**src/rtl/instr_pkg.sv**
```systemverilog
// instr_pkg: shared class codes, RV opcodes, FSM states and the field-to-word encoder.
package instr_pkg;
    localparam logic [2:0] CLS_LD   = 3'd0;
    localparam logic [2:0] CLS_ALUI = 3'd1;
    localparam logic [2:0] CLS_SD   = 3'd2;
    localparam logic [2:0] CLS_R    = 3'd3;
    localparam logic [2:0] CLS_BEQ  = 3'd4;

    localparam logic [6:0] OP_LOAD   = 7'b0000011;
    localparam logic [6:0] OP_IMM    = 7'b0010011;
    localparam logic [6:0] OP_STORE  = 7'b0100011;
    localparam logic [6:0] OP_R      = 7'b0110011;
    localparam logic [6:0] OP_BRANCH = 7'b1100011;

    localparam logic [31:0] NOP_WORD = 32'h0000_0013;

    typedef enum logic [2:0] {S_IDLE, S_RUN, S_DRAIN, S_PAD, S_DONE} state_t;

    // BEQ imm carries offset bits [12:1], so imm[11] is the sign and imm[10] is offset bit 11
    function automatic logic [31:0] encode(input logic [2:0] cls, input logic [4:0] rd,
                                           input logic [4:0] rs1, input logic [4:0] rs2,
                                           input logic [2:0] f3, input logic [6:0] f7,
                                           input logic [11:0] imm);
        return cls == CLS_LD   ? {imm, rs1, f3, rd, OP_LOAD} :
               cls == CLS_ALUI ? {imm, rs1, f3, rd, OP_IMM} :
               cls == CLS_SD   ? {imm[11:5], rs2, rs1, f3, imm[4:0], OP_STORE} :
               cls == CLS_R    ? {f7, rs2, rs1, f3, rd, OP_R} :
                                 {imm[11], imm[9:4], rs2, rs1, f3, imm[3:0], imm[10], OP_BRANCH};
    endfunction
endpackage

```
**src/rtl/enc_fifo.sv**
```systemverilog
// enc_fifo: synchronous FIFO with full/empty flags; push while full is taken only alongside a pop.
module enc_fifo #(
    parameter int W     = 32,
    parameter int DEPTH = 2
) (
    input  logic         clk,
    input  logic         rst_n,
    input  logic         push,
    input  logic         pop,
    input  logic [W-1:0] din,
    output logic [W-1:0] dout,
    output logic         full,
    output logic         empty
);
    localparam int AW = $clog2(DEPTH);

    logic [W-1:0] mem [DEPTH];
    logic [AW:0]  wp, rp;
    logic         do_push, do_pop;

    assign do_pop  = pop && !empty;
    assign do_push = push && (!full || do_pop);
    assign empty   = wp == rp;
    assign full    = (wp[AW] != rp[AW]) && (wp[AW-1:0] == rp[AW-1:0]);
    assign dout    = mem[rp[AW-1:0]];

    always_ff @(posedge clk or negedge rst_n) begin
        if (!rst_n) begin
            wp <= '0;
            rp <= '0;
        end else begin
            if (do_push) wp <= wp + (AW+1)'(1);
            if (do_pop)  rp <= rp + (AW+1)'(1);
        end
    end

    always_ff @(posedge clk) begin
        if (do_push) mem[wp[AW-1:0]] <= din;
    end
endmodule

```
**src/rtl/instr_encoder.sv**
```systemverilog
// instr_encoder: packs decoded fields into RV words and streams them as memory writes.
// ENC_NOP_PAD_EN: after draining, fill the remaining memory with NOPs before DONE.
module instr_encoder
    import instr_pkg::*;
#(
    parameter int          ADDR_W     = 8,
    parameter int unsigned BASE_ADDR  = 0,
    parameter int          FIFO_DEPTH = 2
) (
    input  logic              clk_i,
    input  logic              rst_i,
    input  logic              start_i,
    input  logic              finish_i,
    input  logic              in_valid_i,
    output logic              in_ready_o,
    input  logic [2:0]        class_i,
    input  logic [4:0]        rd_i,
    input  logic [4:0]        rs1_i,
    input  logic [4:0]        rs2_i,
    input  logic [2:0]        funct3_i,
    input  logic [6:0]        funct7_i,
    input  logic [11:0]       imm_i,
    output logic              out_valid_o,
    input  logic              out_ready_i,
    output logic [ADDR_W-1:0] out_addr_o,
    output logic [31:0]       out_instr_o,
    output logic              err_o,
    output logic              done_o
);
    localparam logic [ADDR_W-1:0] BASE = ADDR_W'(BASE_ADDR);
    localparam logic [ADDR_W-1:0] LAST = ~ADDR_W'(3);
    localparam logic [ADDR_W-1:0] STEP = ADDR_W'(4);

    state_t            state;
    logic [ADDR_W-1:0] addr, paddr;
    logic              exh, pexh, pad;
    logic              legal, acc, push, xfer, pop, full, empty;
    logic [31:0]       word, head;

`ifdef ENC_NOP_PAD_EN
    assign pad = state == S_PAD;
`else
    assign pad = 1'b0;
`endif

    // paddr/pexh reserve an address per pushed word so the FIFO never holds a word with no slot left
    assign legal       = class_i <= CLS_BEQ;
    assign in_ready_o  = state == S_RUN && !full && !pexh;
    assign acc         = in_valid_i && in_ready_o;
    assign push        = acc && legal;
    assign out_valid_o = !empty || pad;
    assign xfer        = out_valid_o && out_ready_i;
    assign pop         = xfer && !empty;
    assign out_addr_o  = addr;
    assign out_instr_o = pad ? NOP_WORD : empty ? 32'h0 : head;
    assign done_o      = state == S_DONE;
    assign word        = encode(class_i, rd_i, rs1_i, rs2_i, funct3_i, funct7_i, imm_i);

    enc_fifo #(.W(32), .DEPTH(FIFO_DEPTH)) u_fifo (
        .clk(clk_i), .rst_n(rst_i), .push(push), .pop(pop),
        .din(word), .dout(head), .full(full), .empty(empty)
    );

    always_ff @(posedge clk_i or negedge rst_i) begin
        if (!rst_i) begin
            state <= S_IDLE;
            addr  <= BASE;
            paddr <= BASE;
            exh   <= 1'b0;
            pexh  <= 1'b0;
            err_o <= 1'b0;
        end else begin
            if (xfer) begin
                if (addr == LAST) exh <= 1'b1;
                else addr <= addr + STEP;
            end
            if (push) begin
                if (paddr == LAST) pexh <= 1'b1;
                else paddr <= paddr + STEP;
            end
            if (acc && !legal) err_o <= 1'b1;
            case (state)
                S_IDLE, S_DONE: if (start_i) begin
                    state <= S_RUN;
                    addr  <= BASE;
                    paddr <= BASE;
                    exh   <= 1'b0;
                    pexh  <= 1'b0;
                    err_o <= 1'b0;
                end
                S_RUN:   if (finish_i || exh) state <= S_DRAIN;
                S_DRAIN: if (empty) begin
`ifdef ENC_NOP_PAD_EN
                    state <= exh ? S_DONE : S_PAD;
`else
                    state <= S_DONE;
`endif
                end
                S_PAD:   if (xfer && addr == LAST) state <= S_DONE;
                default: state <= S_IDLE;
            endcase
        end
    end
endmodule

```
**config.mk**
```make
export PLATFORM = sky130hd
export DESIGN_NAME = instr_encoder
export DESIGN_NICKNAME = d
export VERILOG_FILES = /design/src/rtl/instr_pkg.sv /design/src/rtl/enc_fifo.sv /design/src/rtl/instr_encoder.sv
export SDC_FILE = /design/constraint.sdc
export NUM_CORES = 1
export LEC_CHECK = 0
export CAP_MARGIN = 20
export CORE_MARGIN = 2
export CORE_UTILIZATION = 53
export DETAILED_ROUTE_END_ITERATION = 8
export PLACE_DENSITY = 0.87
export SLEW_MARGIN = 20
export SYNTH_ARGS = -nofsm -noshare
export SYNTH_HDL_FRONTEND = slang
export SYNTH_SLANG_ARGS = --single-unit
```
**constraint.sdc**
```tcl
create_clock -name clk_i -period 5.3 [get_ports clk_i]
set_clock_uncertainty 0.2 [all_clocks]
set_input_delay 0.53 -clock clk_i [delete_from_list [all_inputs] [get_ports clk_i]]
set_output_delay 0.53 -clock clk_i [all_outputs]
set_load 0.02 [all_outputs]
```
==> summary.md <==
| Metric | Value |
|---|---|
| Final std cells w/o fill | `474` |
| I/O pins | `90` |
| Placed Cells incl. Taps | `457` |
| Post-route ant nets | `0` |
| 1st-pass router iterations | `4` |
| Leak Pwr | `1.87 nW` |
| Power Density | `553 nW/um2` |
| Largest net degree at the start of global routing | `32` |
| Fill count | `468` |
| Root Buffer Master | `clkbuf_8` |
| Clk buf depth | `2` |
| Critical path's largest stage delay | `0.63 ns` |
| Share of layout cells above drive strength 1 | `0.0888` |
| Routed len/inst | `17.2 um` |
| Maxcap violations | `0` |
| Via count | `2,651` |
| Worst EP arrival | `2.49 ns` |
| Slew @ Worst Pin | `0.899 ns` |
| RSZ-0062 raised after global routing | `false` |
| H-tree depth | `3` |
| All-Layer GR Usage | `0.226` |
| Final worst path period share | `0.608` |
| Slew Limit Fails | `0` |
| Initial antenna violation count | `0` |
| Synth top cells by count | `edfxtp_1 (56), mux2i_1 (42), nor2_1 (42), nand2_1 (27), dfrtp_1 (22)` |
| Seq/Total Area, Yosys | `0.608` |
| First-pass GRT wire length | `12.8 mm` |
| CP max stage cell | `nor2_4` |
| Syn Area/Cell | `12.1 um2` |
| Peak Freq | `310 MHz` |
| Initial core utilization | `0.543` |
| Slew margin rel. | `0.399` |
| Die width | `87.2 um` |
| Vias in the first global route | `2,709` |
| Setup CP Type | `register to primary output` |
| GPL Wtd Cong | `0.884` |
| Setup Slack @ Placement | `2.05 ns` |
| Grt ovf | `0` |
| Crit path time final | `3.22 ns` |
| Die height | `87.2 um` |
| Post-DP HPWL | `5.54 mm` |
| Critical Path End Type | `primary output` |
| Clk slew on worst S/H paths | `0.08 ns` |
| Port-buffer cells | `85` |
| HP Class | `register to register` |
| Ant diodes | `0` |
| Synth top area cells | `edfxtp_1 (46%), dfrtp_1 (15%), mux2i_1 (11%)` |
| Final hold vios | `0` |
| Number of buffers created by CTS | `9` |
| Post-CTS Setup Inserts | `0` |
| Leading area contributor after synthesis | `edfxtp_1` |
| Floorplan core area | `6760 um2` |
| Nets@finish | `437` |
| Synth-to-layout area growth | `30.5%` |
| Final WL | `8.16 mm` |
| Unique masters post-synth | `45` |
| Starting DRT DRC Count | `155` |
| Total Die Area | `7610 um2` |
| Main flop type after synthesis | `edfxtp_1` |
| Synth Cell Area | `3670 um2` |
| Ys async rst share | `0.282` |
| Post-route worst setup slack | `2.08 ns` |
| DRC | `0` |
| Sink Count | `78` |
| Status | `complete, no violations` |
| CTS tree | `done` |
| Post-synth EDFFs | `56` |
| Most instantiated library cell after synthesis | `edfxtp_1` |
| VDD IR max | `0.286 mV` |
| Final number of setup-violating endpoints | `0` |
| Worst Path Required | `4.57 ns` |
| Startpoint Class | `register` |
| Worst skew pair latency | `0.35 ns` |
| Num rows | `30` |
| Synth top area share | `0.458` |
| Cell Chain, Critical Path | `xor2_1, nor2_4, inv_1, clkdlybuf4s50_1` |
| Slack of the worst reg-to-reg path | `2.97 ns` |
| Vias/cell | `5.59` |
| Synth Warn # | `0` |
| CP Max Fanout | `31` |
| Flop and latch count out of synthesis | `78` |
| Setup TNS | `0 ns` |
| Syn Inst Count | `304` |
-- layout make-up --
| cell class | count | area [um2] | share of cell area |
|---|---|---|---|
| Clock buffer | 9 | 124 | 0.0259 |
| Clock inverter | 7 | 98.8 | 0.0206 |
| Inverter | 10 | 37.5 | 0.00783 |
| Multi-Input combinational cell | 201 | 1320 | 0.275 |
| Sequential cell | 78 | 2230 | 0.466 |
| Tap cell | 80 | 100 | 0.0209 |
| Timing Repair Buffer | 89 | 878 | 0.183 |
-- critical path: cells and delay by family, from the launching register on --
kind	cells	cell delay (ns)
AND/OR/NAND/NOR	1	0.63
buffers and inverters	2	0.86
flip-flops	1	0.42
XOR/XNOR	1	0.24
-- timing repair --
item                                    in CTS  in global routing
endpoints found under the setup margin       0                  0
resized for setup                            0                  0
hold endpoints to repair                     0                 22
hold buffers                                 0                  1
-- metal layers --
metal | share of wire | GRT usage
met2 | 0.52 | 0.389
met1 | 0.39 | 0.266
met5 | 0 | 0
met4 | 0.028 | 0.116
met3 | 0.060 | 0.0483
-- power breakdown --
| group | switching [mW] | internal [mW] |
|---|---|---|
| clock network | 0.224 | 0.266 |
| registers | 0.0733 | 0.750 |
| logic | 0.762 | 0.575 |
| total | 1.06 | 1.59 |
-- cell families after synthesis --
| logic type | after synthesis | synth area share |
|---|---|---|
| adders and majority gates | 2 | 0.00682 |
| xor gates and xnor gates | 9 | 0.0235 |
| AOI/OAI and AO/OA | 36 | 0.0583 |
| buffers and inverters | 28 | 0.0382 |
| muxes | 48 | 0.133 |
| and+or+nand+nor | 102 | 0.131 |
| DFF | 78 | 0.608 |
| other | 1 | 0.00102 |
-- path summary, 6_finish.rpt --
path | startpoint | to | cells past startpoint
max in group asynchronous | rst_i | u_fifo.rp[0] | 2
min reg2reg | exh | exh | 1
max reg2reg | u_fifo.rp[0] | u_fifo.mem[0][4] | 6
max | u_fifo.wp[1] | out_valid_o | 4
min in group asynchronous | rst_i | state[2] | 2
min | exh | exh | 1
-- through the flow --
step | area (um2) | power [mW] | utilization | hold WS [ns]
3_3_place_gp | 4560 | 2.13 | 0.675 | 0.277
2_1_floorplan | 3680 | 1.62 | - | 0.0344
5_1_grt | 4790 | 2.78 | 0.709 | 0.334
4_1_cts | 4790 | 2.67 | 0.708 | 0.310
3_5_place_dp | 4560 | 2.17 | 0.675 | 0.292
6_report | 4790 | 2.65 | 0.709 | 0.311
-- registers in the layout, summed over array words and instances, names as in the netlist --
name        flops
err_o           1
exh             1
u_fifo.mem     56
pexh            1
paddr           6
u_fifo.rp       2
u_fifo.wp       2
state           3
out_addr_o      6
-- layout by cell type, fill, tap and decap left out, types with 4 or more instances in the layout --
cell type / n
xnor2_1: 5
o21ai_0: 15
a31oi_1: 5
inv_1: 10
mux2i_1: 42
dfrtp_1: 21
and3_1: 4
mux2_2: 6
nand2_1: 27
nor3_1: 7
edfxtp_1: 56
clkbuf_8: 9
clkdlybuf4s50_1: 84
a21oi_1: 4
nor2_1: 40
conb_1: 4
nand3_1: 5
(Power assumes the default switching activity.)
